<file path="src/rtl/uart_pkg.sv">
// Shared UART definitions used by the wide transmitter and the matching receiver.
package uart_pkg;

   localparam int unsigned OS_TICKS  = 16;
   localparam int unsigned DATA_BITS = 8;

   typedef enum logic [2:0] {
      IDLE   = 3'd0,
      START  = 3'd1,
      DATA   = 3'd2,
      PARITY = 3'd3,
      STOP   = 3'd4
   } uart_state_e;

   // Counter width able to hold n-1, never narrower than one bit.
   function automatic int unsigned cnt_w(input int unsigned n);
      return (n > 1) ? $clog2(n) : 1;
   endfunction

endpackage

</file>
<file path="src/rtl/uart_tx_wide_if.sv">
// Request/status bundle between the wide-word producer and uart_tx_wide.
interface uart_tx_wide_if #(
   parameter int unsigned DBIT = 160
);
   logic            tx_start;
   logic [DBIT-1:0] tx_din;
   logic            tx_busy;
   logic            tx_done_tick;

   modport master (output tx_start, tx_din, input  tx_busy, tx_done_tick);
   modport slave  (input  tx_start, tx_din, output tx_busy, tx_done_tick);
endinterface

</file>
<file path="src/rtl/uart_tx_byte.sv">
// Single-byte UART framer (start, 8 data LSB first, optional parity, stop) on 16x s_tick.
// `define UART_TX_PARITY_EN inserts an even-parity bit between data and stop (8E1).
module uart_tx_byte
   import uart_pkg::*;
#(
   parameter int unsigned SB_TICK = 16
) (
   input  logic                 clk,
   input  logic                 rst_n,
   input  logic                 i_s_tick,
   input  logic                 i_start,
   input  logic [DATA_BITS-1:0] i_data,
   output logic                 o_tx,
   output logic                 o_done_c
);

   localparam int unsigned SW = cnt_w((SB_TICK > OS_TICKS) ? SB_TICK : OS_TICKS);
   localparam int unsigned NW = cnt_w(DATA_BITS);
   localparam logic [SW-1:0] BIT_LAST  = SW'(OS_TICKS - 1);
   localparam logic [SW-1:0] STOP_LAST = SW'(SB_TICK - 1);
   localparam logic [NW-1:0] N_LAST    = NW'(DATA_BITS - 1);
`ifdef UART_TX_PARITY_EN
   localparam uart_state_e AFTER_DATA = PARITY;
`else
   localparam uart_state_e AFTER_DATA = STOP;
`endif

   uart_state_e   r_state, w_state_nxt;
   logic [SW-1:0] r_s_cnt, w_s_cnt_nxt;
   logic [NW-1:0] r_n_cnt, w_n_cnt_nxt;
   logic          r_tx, w_tx_nxt;
   logic          w_done;

   always_ff @(posedge clk or negedge rst_n) begin
      if (!rst_n) begin
         r_state <= IDLE;
         r_s_cnt <= '0;
         r_n_cnt <= '0;
         r_tx    <= 1'b1;
      end else begin
         r_state <= w_state_nxt;
         r_s_cnt <= w_s_cnt_nxt;
         r_n_cnt <= w_n_cnt_nxt;
         r_tx    <= w_tx_nxt;
      end
   end

   // A start request at the end of STOP chains straight into the next START.
   always_comb begin
      w_state_nxt = r_state;
      w_s_cnt_nxt = r_s_cnt;
      w_n_cnt_nxt = r_n_cnt;
      w_done      = 1'b0;
      case (r_state)
         IDLE: if (i_start) begin
            w_state_nxt = START;
            w_s_cnt_nxt = '0;
            w_n_cnt_nxt = '0;
         end
         START: if (i_s_tick) begin
            if (r_s_cnt == BIT_LAST) begin
               w_s_cnt_nxt = '0;
               w_state_nxt = DATA;
            end else begin
               w_s_cnt_nxt = r_s_cnt + SW'(1);
            end
         end
         DATA: if (i_s_tick) begin
            if (r_s_cnt == BIT_LAST) begin
               w_s_cnt_nxt = '0;
               if (r_n_cnt == N_LAST) w_state_nxt = AFTER_DATA;
               else                   w_n_cnt_nxt = r_n_cnt + NW'(1);
            end else begin
               w_s_cnt_nxt = r_s_cnt + SW'(1);
            end
         end
`ifdef UART_TX_PARITY_EN
         PARITY: if (i_s_tick) begin
            if (r_s_cnt == BIT_LAST) begin
               w_s_cnt_nxt = '0;
               w_state_nxt = STOP;
            end else begin
               w_s_cnt_nxt = r_s_cnt + SW'(1);
            end
         end
`endif
         STOP: if (i_s_tick) begin
            if (r_s_cnt == STOP_LAST) begin
               w_done      = 1'b1;
               w_s_cnt_nxt = '0;
               w_n_cnt_nxt = '0;
               w_state_nxt = i_start ? START : IDLE;
            end else begin
               w_s_cnt_nxt = r_s_cnt + SW'(1);
            end
         end
         default: w_state_nxt = IDLE;
      endcase
   end

   // Line level is decoded from the next state so tx leaves a flop aligned with the state.
   always_comb begin
      w_tx_nxt = 1'b1;
      case (w_state_nxt)
         START:   w_tx_nxt = 1'b0;
         DATA:    w_tx_nxt = i_data[w_n_cnt_nxt];
`ifdef UART_TX_PARITY_EN
         PARITY:  w_tx_nxt = ^i_data;
`endif
         default: w_tx_nxt = 1'b1;
      endcase
   end

   assign o_tx     = r_tx;
   assign o_done_c = w_done;

endmodule

</file>
<file path="src/rtl/uart_tx_wide.sv">
// Sends a DBIT-wide word as DBIT/8 back-to-back UART frames, MSB byte first.
// Parity framing is selected by `define UART_TX_PARITY_EN inside uart_tx_byte.
module uart_tx_wide
   import uart_pkg::*;
#(
   parameter int unsigned DBIT    = 160,
   parameter int unsigned SB_TICK = 16
) (
   input  logic           clk,
   input  logic           rst_n,
   input  logic           s_tick,
   uart_tx_wide_if.slave  bus,
   output logic           tx
);

   localparam int unsigned NBYTES = DBIT / DATA_BITS;
   localparam int unsigned BW     = cnt_w(NBYTES);
   localparam logic [BW-1:0] B_LAST = BW'(NBYTES - 1);

   if (DBIT == 0 || (DBIT % DATA_BITS) != 0) begin : g_dbit_chk
      $error("uart_tx_wide: DBIT must be a non-zero multiple of 8");
   end

   logic [DBIT-1:0] r_buf;
   logic [BW-1:0]   r_b_cnt;
   logic            r_busy;
   logic            r_done;
   logic            w_accept;
   logic            w_last;
   logic            w_byte_done;
   logic            w_byte_start;

   // The done cycle still blocks acceptance; the following cycle may start again.
   assign w_accept     = bus.tx_start && !r_busy && !r_done;
   assign w_last       = (r_b_cnt == B_LAST);
   assign w_byte_start = w_accept || (w_byte_done && !w_last);

   always_ff @(posedge clk or negedge rst_n) begin
      if (!rst_n) begin
         r_buf   <= '0;
         r_b_cnt <= '0;
         r_busy  <= 1'b0;
         r_done  <= 1'b0;
      end else begin
         r_done <= 1'b0;
         if (w_accept) begin
            r_buf   <= bus.tx_din;
            r_b_cnt <= '0;
            r_busy  <= 1'b1;
         end else if (w_byte_done) begin
            if (w_last) begin
               r_busy <= 1'b0;
               r_done <= 1'b1;
            end else begin
               r_b_cnt <= r_b_cnt + BW'(1);
               r_buf   <= r_buf << DATA_BITS;
            end
         end
      end
   end

   uart_tx_byte #(
      .SB_TICK (SB_TICK)
   ) u_byte (
      .clk      (clk),
      .rst_n    (rst_n),
      .i_s_tick (s_tick),
      .i_start  (w_byte_start),
      .i_data   (r_buf[DBIT-1 -: DATA_BITS]),
      .o_tx     (tx),
      .o_done_c (w_byte_done)
   );

   assign bus.tx_busy      = r_busy;
   assign bus.tx_done_tick = r_done;

endmodule
</file>
<file path="src/flat_wrapper.sv">
// flat-port wrapper written by rule: the top's interface ports become plain ports
module uart_tx_wide_flat import uart_pkg::*;
#(
   parameter int unsigned DBIT    = 160,
   parameter int unsigned SB_TICK = 16
)
  (clk, rst_n, s_tick, tx, bus_tx_start, bus_tx_din, bus_tx_busy, bus_tx_done_tick);
  uart_tx_wide_if #(.DBIT(DBIT)) bus_i ();
  input  logic clk;
  input  logic rst_n;
  input  logic s_tick;
  output logic tx;
  input wire logic [$bits(bus_i.tx_start)-1:0] bus_tx_start;
  input wire logic [$bits(bus_i.tx_din)-1:0] bus_tx_din;
  output wire logic [$bits(bus_i.tx_busy)-1:0] bus_tx_busy;
  output wire logic [$bits(bus_i.tx_done_tick)-1:0] bus_tx_done_tick;
  assign bus_i.tx_start = bus_tx_start;
  assign bus_i.tx_din = bus_tx_din;
  assign bus_tx_busy = bus_i.tx_busy;
  assign bus_tx_done_tick = bus_i.tx_done_tick;
  uart_tx_wide #(.DBIT(DBIT), .SB_TICK(SB_TICK)) u_core (.clk(clk), .rst_n(rst_n), .s_tick(s_tick), .bus(bus_i), .tx(tx));
endmodule
</file>
<file path="config.mk">
export PLATFORM = sky130hd
export DESIGN_NAME = uart_tx_wide_flat
export DESIGN_NICKNAME = d
export VERILOG_FILES = /design/src/rtl/uart_pkg.sv /design/src/rtl/uart_tx_wide_if.sv /design/src/rtl/uart_tx_byte.sv /design/src/rtl/uart_tx_wide.sv /design/src/flat_wrapper.sv
export SDC_FILE = /design/constraint.sdc
export NUM_CORES = 1
export LEC_CHECK = 0
export ABC_CLOCK_PERIOD_IN_PS = 5000
export CORE_MARGIN = 5
export CORE_UTILIZATION = 51
export CTS_BUF_LIST = sky130_fd_sc_hd__clkbuf_16
export CTS_CLUSTER_DIAMETER = 60
export DETAILED_ROUTE_END_ITERATION = 8
export PLACE_DENSITY = 0.81
export SLEW_MARGIN = 10
export SYNTH_ARGS = -nofsm -noshare
export SYNTH_HDL_FRONTEND = slang
export SYNTH_SLANG_ARGS = --single-unit
</file>
<file path="constraint.sdc">
create_clock -name clk -period 5 [get_ports clk]
set_clock_uncertainty 0.15 [all_clocks]
set_input_delay 1 -clock clk [delete_from_list [all_inputs] [get_ports clk]]
set_output_delay 1 -clock clk [all_outputs]
set_load 0.03 [all_outputs]
</file>
### Yosys cells after proc, flatten, opt, wreduce, memory -nomap -nowiden

Index checks and enable logic that the tools add are counted.

| storage, ports and cells | value |
|---|---|
| output and inout port bits | 3 |
| input bits | 164 |
| register bits after elaboration | 178 |
| word-level logic and storage cells | 77 |

| cells by class | value |
|---|---|
| multiplexer cells | 39 |
| equality and inequality tests | 11 |
| add/subtract/negate cells | 3 |
| order comparisons | 1 |
| reductions and logical operators | 15 |

Operators with widths:

| operator | number |
|---|---|
| 160-bit 2-to-1 mux | 3 |
| 3-bit 2-to-1 mux | 14 |
| 5-bit 2-to-1 mux | 3 |
| 4-bit 2-to-1 mux | 3 |
| 3-bit one-hot mux with 4 select lines | 1 |
| 1-bit 2-to-1 mux | 11 |
| 3-bit one-hot mux with 3 select lines | 1 |
| 4-bit one-hot mux with 2 select lines | 1 |
| 3-bit by 1-bit equality test with 1-bit output, second input constant | 2 |
| 3-bit by 2-bit equality test with 1-bit output, second input constant | 2 |
| 3-bit equality test, second input constant | 2 |
| 2-bit nonzero test | 3 |
| 5-bit by 1-bit adder with 5-bit output, second input constant | 1 |
| 5-bit equality test, second input constant | 1 |
| 4-bit by 1-bit adder with 4-bit output, second input constant | 1 |
| 4-bit equality test, second input constant | 1 |
| 3-bit by 4-bit less-than comparator with 1-bit output, second input constant | 1 |
| 2-bit by 1-bit != test with 1-bit output, second input constant | 2 |
| 2-bit AND reduction | 2 |
| 3-bit by 1-bit adder with 3-bit output, second input constant | 1 |
| 1-bit binary-select mux with 3-bit select | 1 |
| 1-bit logical AND | 3 |
| 1-bit zero test | 3 |
| 3-bit zero test | 1 |
| other kinds (5) | 5 |

### Longest topological paths before layout

Gate-level depths: netlist of run 1.

| logic depth | value |
|---|---|
| depth after elaboration | 12 |
| mapped depth | 9 |
| gate-level depth less buffers | 7 |

### Cells and area by module

Synthesis of run 1 repeated with hierarchy kept, for this count alone.

| unflattened totals | value |
|---|---|
| cells, all modules | 1018 |
| area total of the unflattened synthesis | 8894.8 um2 |

Modules (own cells, without submodules):

| module | area each (um2) | instances | sequential area each (um2) | cells an instance |
|---|---|---|---|---|
| uart_tx_wide | 8081.5 | 1 | 4179.0 | 932 |
| uart_tx_byte | 813.3 | 1 | 276.5 | 86 |

### Worst setup path before layout of run 1

Ideal clock, no wire load.

| path | value |
|---|---|
| kind | input port to flip-flop |
| start | input bus_tx_start |
| end | register u_core.u_byte.r_tx (netlist: u_core.u_byte.o_tx) |
| buffers on the path | 1 |
| arrival time | 2215 ps |
| slack | 2548 ps |
| data required time | 4762 ps |
| cell stages on the path | 7 |
| setup time | 88 ps |
| cell sequence | or3b_1 > buf_2 > o22ai_2 > nor2_2 > mux2_2 > o211ai_1 > a31oi_1 |

| between the ends | value |
|---|---|
| elaborated cells on any way between the ends | 15 |
| classes of those cells | eq/ne (2); mux (10); reduce/logical (3) |

RTL lines:

| item | line | source |
|---|---|---|
| start, declared | flat_wrapper.sv:13 | `input wire logic [$bits(bus_i.tx_start)-1:0] bus_tx_start;` |
| 1-bit logical AND (2 in series) | uart_tx_wide.sv:34 | `assign w_accept = bus.tx_start && !r_busy && !r_done;` |
| 1-bit logical OR | uart_tx_wide.sv:36 | `assign w_byte_start = w_accept \|\| (w_byte_done && !w_last);` |
| 3-bit 2-to-1 mux | uart_tx_byte.sv:55 | `IDLE: if (i_start) begin` |
| 3-bit one-hot mux with 3 select lines | uart_tx_byte.sv:54 | `case (r_state)` |
| net u_core.u_byte.w_n_cnt_nxt[2] | uart_tx_byte.sv:30 | `logic [NW-1:0] r_n_cnt, w_n_cnt_nxt;` |
| 1-bit binary-select mux with 3-bit select | uart_tx_byte.sv:106 | `DATA: w_tx_nxt = i_data[w_n_cnt_nxt];` |
| 1-bit 2-to-1 mux (implied by the code) | uart_tx_byte.sv:106 |  |
| 1-bit one-hot mux with 2 select lines | uart_tx_byte.sv:104 | `case (w_state_nxt)` |
| net u_core.u_byte.w_tx_nxt | uart_tx_byte.sv:31 | `logic r_tx, w_tx_nxt;` |
| end signal, assigned | uart_tx_byte.sv:44 | `r_tx <= w_tx_nxt;` |
| end, declared | uart_tx_byte.sv:31 |  |

The timed path passes the listed nets, and every way through them passes these cells. The select of a mux whose other input is x is not followed.
A chain may end at the register's enable or synchronous reset.

### Final worst setup path of run 1

| path | value |
|---|---|
| start | input s_tick |
| end | register u_core.r_buf[121] |

| between the ends | value |
|---|---|
| cells in the longest elaborated chain, start to end | 4 |

Ends and longest elaborated chain:

| item | line | source |
|---|---|---|
| start, declared | flat_wrapper.sv:11 | `input logic s_tick;` |
| 1-bit 2-to-1 mux | uart_tx_byte.sv:87 | `STOP: if (i_s_tick) begin` |
| 1-bit 2-to-1 mux | uart_tx_byte.sv:54 |  |
| 2-bit nonzero test (no line) | - |  |
| 2-bit AND reduction (no line) | - |  |
| end signal, assigned | uart_tx_wide.sv:47 | `r_buf <= bus.tx_din;` |
| end signal, assigned | uart_tx_wide.sv:56 | `r_buf <= r_buf << DATA_BITS;` |
| end, declared | uart_tx_wide.sv:24 | `logic [DBIT-1:0] r_buf;` |

No other way between the ends.

==> impl_metrics.json, run 1 <==
{
  "synth_top_area_frac": 0.5305,
  "syn_area_per_cell_um2": 10.28,
  "fin_crit_ns": 3.433,
  "root_buffer": "clkbuf_16",
  "synthFlopType": "dfrtp_1",
  "dieArea_mm2": 0.01903,
  "grt_use_met2": 0.3316,
  "power_frac_comb": 0.135,
  "numCtsBuffers": 17,
  "period_share": 0.6866,
  "die_w_um": 138.0,
  "synth_area_mm2": 0.008349,
  "drtAntennaViolNets": 0,
  "end_kind": "flip-flop",
  "worstPathRequired_ns": 5.12,
  "clock_sinks": 178,
  "syn_nets": 979,
  "cts_hold_buf": 0,
  "p_leak_nw": 3.989,
  "cp-start-kind": "input pin",
  "drt_iter0_drc": 423,
  "via_count": 6236,
  "cts_setup_buffers": 0,
  "avgRoutedWirePerCell_um": 16.43,
  "critical_path.max_fanout": 34,
  "async_flop_share": 1.000,
  "internal_power_w": 0.002573,
  "initial_core_util": 0.5218,
  "clk_latency_ns": 0.42,
  "yosysUniqueCellTypes": 47,
  "hold_viol": 0,
  "cts_max_path_buffers": 2,
  "power_w": 0.003460,
  "setup_tns_ns": 0,
  "reg2reg_depth": 6,
  "endpoint": "u_core.r_buf[121]$_DFFE_PN0P_",
  "drive_gt1_frac": 0.04484,
  "seq_area_frac_synth": 0.5336,
  "worstSetupPathType": "in -> reg",
  "timing.hold.ws_ns": 0.3687,
  "setup_violations": 0,
  "use_met1": 0.2809,
  "grt_util_met3": 0.04971,
  "globalplace.congestion": 0.7880,
  "drcViolationCount": 0,
  "cp.arrival_ns": 3.55,
  "tightest_slew_ns": 0.9686,
  "cts.clk_slew.worst_paths_ns": 0.06,
  "rows": 46,
  "p_per_area_mw_per_mm2": 325.0,
  "ys_warn_count": 0,
  "drv_cap": 0,
  "core_area_mm2": 0.01600,
  "grt_max_degree": 165,
  "grt_pass1_wl_mm": 31.08,
  "fin_nets": 1114,
  "floorplan.io_pins": 167,
  "synth-seq-cells": 178,
  "vias_per_cell": 5.307,
  "seqPwrFrac": 0.514,
  "n_antenna_cell": 0,
  "port_buffers": 166,
  "maxSlewHeadroom": 0.3543,
  "cts_resized": 0,
  "htreeDepth": 4,
  "grt_busiest_layer": "met2",
  "p_switching_w": 0.0008865,
  "r2r_slack_ns": 2.12,
  "antenna_found_initial": 0,
  "reg2reg_to": "u_core.r_buf[121]$_DFFE_PN0P_",
  "die_h_um": 138.0,
  "power_frac_clock": 0.351,
  "overflow": 0,
  "ys_top_cells_by_area": "dfrtp_1 (53%), mux2i_1 (18%), o21ai_1 (9.7%), nand2_1 (8.0%), clkbuf_1 (1.5%)",
  "routed_wl_mm": 19.31,
  "final-max-slew-violation-count": 0,
  "worstSetupStartpoint": "s_tick",
  "syn_inst": 812,
  "syn_to_final_growth_pct": 27.48,
  "grt_pass1_vias": 6387,
  "drtPass1Iterations": 5,
  "cts_tree": "built",
  "grtUsageTotal": 0.2078,
  "reg2reg_from": "u_core.u_byte.r_s_cnt[0]$_DFFE_PN0P_",
  "synth_edf_count": 0,
  "power.share.switching": 0.2562,
  "outcome": "finished clean",
  "most-common-layout-cells": "nand2_1 (177), dfrtp_1 (177), clkdlybuf4s50_1 (165), o21ai_1 (161), mux2i_1 (154)",
  "hpwl_mm": 13.25,
  "synth_area_leader_cell": "dfrtp_1",
  "fmax_ghz": 0.2913,
  "vdd_drop_max_v": 0.0002385,
  "grt_setup_unrepaired": "false",
  "min_path_type": "reg -> reg"
}
==> logic make-up after synthesis <==
kind of cell / after synthesis / share of synthesized area
and+or+nand+nor: 216 / 0.1083
AOI/OAI and AO/OA: 193 / 0.1238
DFF: 178 / 0.5336
muxes: 155 / 0.1860
buffers and inverters: 62 / 0.03851
xor gates and xnor gates: 5 / 0.005245
adders and majority gates: 3 / 0.004496
==> worst min path at each step <==
stage | startpoint | endpoint | slack, ns | cells after the start
6_report | u_core.u_byte.r_s_cnt[0]$_DFFE_PN0P_ | u_core.u_byte.r_s_cnt[0]$_DFFE_PN0P_ | 0.37 | 1
5_1_grt | u_core.u_byte.r_s_cnt[0]$_DFFE_PN0P_ | u_core.u_byte.r_s_cnt[0]$_DFFE_PN0P_ | 0.39 | 1
4_1_cts | u_core.u_byte.r_s_cnt[0]$_DFFE_PN0P_ | u_core.u_byte.r_s_cnt[0]$_DFFE_PN0P_ | 0.37 | 1
3_5_place_dp | u_core.r_buf[7]$_DFFE_PN0P_ | u_core.r_buf[7]$_DFFE_PN0P_ | 0.36 | 2
3_3_place_gp | u_core.u_byte.r_s_cnt[1]$_DFFE_PN0P_ | u_core.u_byte.r_s_cnt[1]$_DFFE_PN0P_ | 0.33 | 2
2_1_floorplan | u_core.u_byte.r_s_cnt[1]$_DFFE_PN0P_ | u_core.u_byte.r_s_cnt[1]$_DFFE_PN0P_ | 0.32 | 2
==> power groups by stage <==
stage	Clock [W]	Sequential [W]	Combinational [W]
after floorplan	0	0.00175	0.000254
after global placement	0	0.00180	0.000450
after detailed placement	0	0.00180	0.000472
after CTS	0.00124	0.00178	0.000476
after global routing	0.00130	0.00180	0.000532
final	0.00121	0.00178	0.000468
==> Yosys cell counts (2+ instances only) <==
| cell type | instances |
|---|---|
| ha_1 | 3 |
| buf_6 | 8 |
| xor2_1 | 4 |
| clkbuf_1 | 34 |
| or3b_1 | 3 |
| nand4_1 | 4 |
| o21ai_0 | 7 |
| a31oi_1 | 2 |
| a21oi_1 | 6 |
| mux2i_1 | 154 |
| nand2_1 | 177 |
| o31ai_1 | 4 |
| and2b_1 | 2 |
| and3_1 | 2 |
| buf_2 | 11 |
| dfrtp_1 | 177 |
| buf_4 | 4 |
| or3_1 | 2 |
| o21ai_1 | 161 |
| inv_1 | 4 |
| nor2_1 | 12 |
| nand3_1 | 4 |
| and2_1 | 2 |
| nor2b_1 | 2 |
==> sequential cells by signal, indices dropped and copies added, names as in the netlist <==
register                 flops
u_core.bus.tx_busy           1
u_core.u_byte.r_s_cnt        4
u_core.u_byte.o_tx           1
u_core.u_byte.r_n_cnt        3
u_core.r_buf               160
u_core.r_b_cnt               5
u_core.u_byte.r_state        3
u_core.bus.tx_done_tick      1
==> final cells by class <==
class / instances / area (um2)
timing repair buffer: 174 / 1798
multi-input combinational: 572 / 3577
inverter: 4 / 15.01
clock inverter: 14 / 102.6
fill: 1257 / 5356
tap: 216 / 270.3
clock buffer: 17 / 425.4
sequential: 178 / 4456
==> per-layer routing <==
| metal | wire (um) | vias to the layer above |
|---|---|---|
| met2 | 9226 | 172 |
| li1 | - | 3089 |
| met5 | 0 | - |
| met1 | 8662 | 2950 |
| met4 | 255 | 0 |
| met3 | 1167 | 25 |
==> worst max-delay path, stage by stage <==
cell,delay [ns]
clkdlybuf4s50_1,0.60
and4_1,0.42
and3_4,0.69
buf_4,0.46
mux2i_1,0.25
o21ai_1,0.09
==> stage by stage <==
step	instance area, um2	worst slack, ns	utilization	std cells
after floorplan	8349	2.548	-	812
after global placement	10120	1.286	0.6322	1144
after detailed placement	10120	1.163	0.6322	1144
after CTS	10640	1.603	0.6652	1175
after global routing	10640	1.418	0.6652	1175
final	10640	1.567	0.6652	1175
Note: power is estimated with default switching activity, not from simulation.
==> inputs of run 2 (changes only) <==
--- a/config.mk
+++ b/config.mk
@@ -5,7 +5,7 @@
 export SDC_FILE = /design/constraint.sdc
 export NUM_CORES = 1
 export LEC_CHECK = 0
-export ABC_CLOCK_PERIOD_IN_PS = 5000
+export ABC_CLOCK_PERIOD_IN_PS = 3260
 export CORE_MARGIN = 5
 export CORE_UTILIZATION = 51
 export CTS_BUF_LIST = sky130_fd_sc_hd__clkbuf_16
==> constraint.sdc (replaced) <==
create_clock -name clk -period 3.26 [get_ports clk]
set_clock_uncertainty 0.15 [all_clocks]
set_input_delay 0.652 -clock clk [delete_from_list [all_inputs] [get_ports clk]]
set_output_delay 0.652 -clock clk [all_outputs]
set_load 0.03 [all_outputs]
==> impl_metrics.json, run 2 (synthesized netlist as in run 1, its figures left out) <==
{
  "cp_top_family": "buffers and inverters",
  "cp-start-kind": "input pin",
  "drtAntennaViolNets": 0,
  "vdd_drop_max_v": 0.0003848,
  "grtUsageTotal": 0.2084,
  "critPathSlowestCell": "clkdlybuf4s50_1",
  "clk_latency_ns": 0.44,
  "fmax_ghz": 0.3872,
  "power_frac_comb": 0.126,
  "setup_tns_ns": 0,
  "power_frac_clock": 0.393,
  "largest_reg_flops": 160,
  "globalplace.congestion": 0.8122,
  "worstPathRequired_ns": 3.41,
  "critical_path.max_fanout": 23,
  "routed_wl_mm": 19.16,
  "timing.hold.ws_ns": 0.3681,
  "die_w_um": 138.0,
  "core_area_mm2": 0.01600,
  "reg2reg_from": "u_core.u_byte.r_s_cnt[0]$_DFFE_PN0P_",
  "crit_buf_inv": 3,
  "power.share.switching": 0.2559,
  "dieArea_mm2": 0.01903,
  "top_regs": "u_core.r_buf x160, u_core.r_b_cnt x5, u_core.u_byte.r_s_cnt x4",
  "via_count": 6277,
  "die_h_um": 138.0,
  "worstSetupPathType": "in -> reg",
  "avgRoutedWirePerCell_um": 16.17,
  "grt_pass1_wl_mm": 31.17,
  "n_antenna_cell": 0,
  "holdCritStartpoint": "u_core.u_byte.r_s_cnt[1]$_DFFE_PN0P_",
  "cp_slowest_stage_delay_ns": 0.59,
  "cts_max_path_buffers": 2,
  "syn_to_final_growth_pct": 30.18,
  "setup_violations": 0,
  "root_buffer": "clkbuf_16",
  "cts.clk_slew.worst_paths_ns": 0.06,
  "drive_gt1_frac": 0.05779,
  "htreeDepth": 4,
  "fin_crit_ns": 2.583,
  "drt_iter0_drc": 380,
  "initial_core_util": 0.5218,
  "cts_tree": "built",
  "grt_setup_unrepaired": "false",
  "end_kind": "flip-flop",
  "drv_cap": 0,
  "clock_sinks": 178,
  "most-common-layout-cells": "nand2_1 (177), dfrtp_1 (177), clkdlybuf4s50_1 (165), o21ai_1 (161), mux2i_1 (154)",
  "p_switching_w": 0.001454,
  "tightest_slew_ns": 0.7499,
  "grt_max_degree": 196,
  "maxSlewHeadroom": 0.5001,
  "drtPass1Iterations": 5,
  "period_share": 0.7923,
  "min_path_type": "reg -> reg",
  "path_cells": "clkdlybuf4s50_1, and4_1, and3_4, buf_12, buf_4, mux2i_1, o21ai_1",
  "regMostFlops": "u_core.r_buf",
  "cp.arrival_ns": 2.73,
  "drcViolationCount": 0,
  "vias_per_cell": 5.297,
  "grt_pass1_vias": 6480,
  "antenna_found_initial": 0,
  "final_core_util": 0.6793,
  "outcome": "finished clean",
  "seqPwrFrac": 0.481,
  "floorplan.io_pins": 167,
  "internal_power_w": 0.004228,
  "p_leak_nw": 4.090,
  "cts_resized": 0,
  "port_buffers": 166,
  "fin_nets": 1123,
  "p_per_area_mw_per_mm2": 522.8,
  "hpwl_mm": 13.15,
  "worstSetupStartpoint": "s_tick",
  "final-max-slew-violation-count": 0,
  "overflow": 0,
  "numCtsBuffers": 17,
  "power_w": 0.005683,
  "hold_viol": 0,
  "rows": 46
}
-- run 2: power by group through the flow --
stage / combinational (W) / clock (W) / sequential, W
after floorplan: 0.000390 / 0 / 0.00269
after global placement: 0.000691 / 0 / 0.00276
after detailed placement: 0.000721 / 0 / 0.00277
after CTS: 0.000729 / 0.00227 / 0.00273
after global routing: 0.000808 / 0.00236 / 0.00277
final: 0.000715 / 0.00223 / 0.00273
-- run 2: through the flow --
| stage | setup slack, ns | cell area (um2) | std cells |
|---|---|---|---|
| floorplan | 1.131 | 8349 | 812 |
| global placement | 0.3066 | 10210 | 1152 |
| detailed placement | 0.2213 | 10210 | 1152 |
| CTS | 0.6921 | 10870 | 1185 |
| global route | 0.5229 | 10870 | 1185 |
| finish | 0.6770 | 10870 | 1185 |
-- run 2: final timing paths --
kind | end | slack (ns) | cells past startpoint
max in group asynchronous | u_core.u_byte.r_s_cnt[0]$_DFFE_PN0P_ | 1.67 | 3
min | u_core.u_byte.r_s_cnt[1]$_DFFE_PN0P_ | 0.37 | 2
max | u_core.r_buf[112]$_DFFE_PN0P_ | 0.68 | 7
min reg2reg | u_core.u_byte.r_s_cnt[1]$_DFFE_PN0P_ | 0.37 | 2
max reg2reg | u_core.r_buf[112]$_DFFE_PN0P_ | 0.84 | 7
min in group asynchronous | u_core.r_buf[153]$_DFFE_PN0P_ | 0.56 | 2
-- run 2: what timing repair did --
| item | 4_1_cts | 5_1_grt |
|---|---|---|
| hold buffers | 1 | 0 |
| buffers inserted | 0 | 0 |
| endpoints found under the hold margin | 4 | 0 |
-- run 2: tightest hold or removal path, stage by stage (launching register included) --
cell and delay (ns):
dfrtp_1 0.36, nand2_1 0.06, o31ai_1 0.06
-- run 2: final cells by class --
type                       instances  area (um2)
fill                            1266        5131
sequential                       178        4456
multi-input combinational        572        3577
timing repair buffer             183        1906
clock buffer                      17       425.4
tap                              216       270.3
clock inverter                    15       220.2
inverter                           4       15.01
-- run 2: per-layer routing --
layer,global-route usage,part of all wire,wire length [um],vias up
li1,-,-,-,3119
met1,0.2718,0.44,8507,2994
met2,0.3444,0.48,9231,143
met3,0.05189,0.061,1167,21
met4,0.06586,0.013,258,0
met5,0,0,0,-
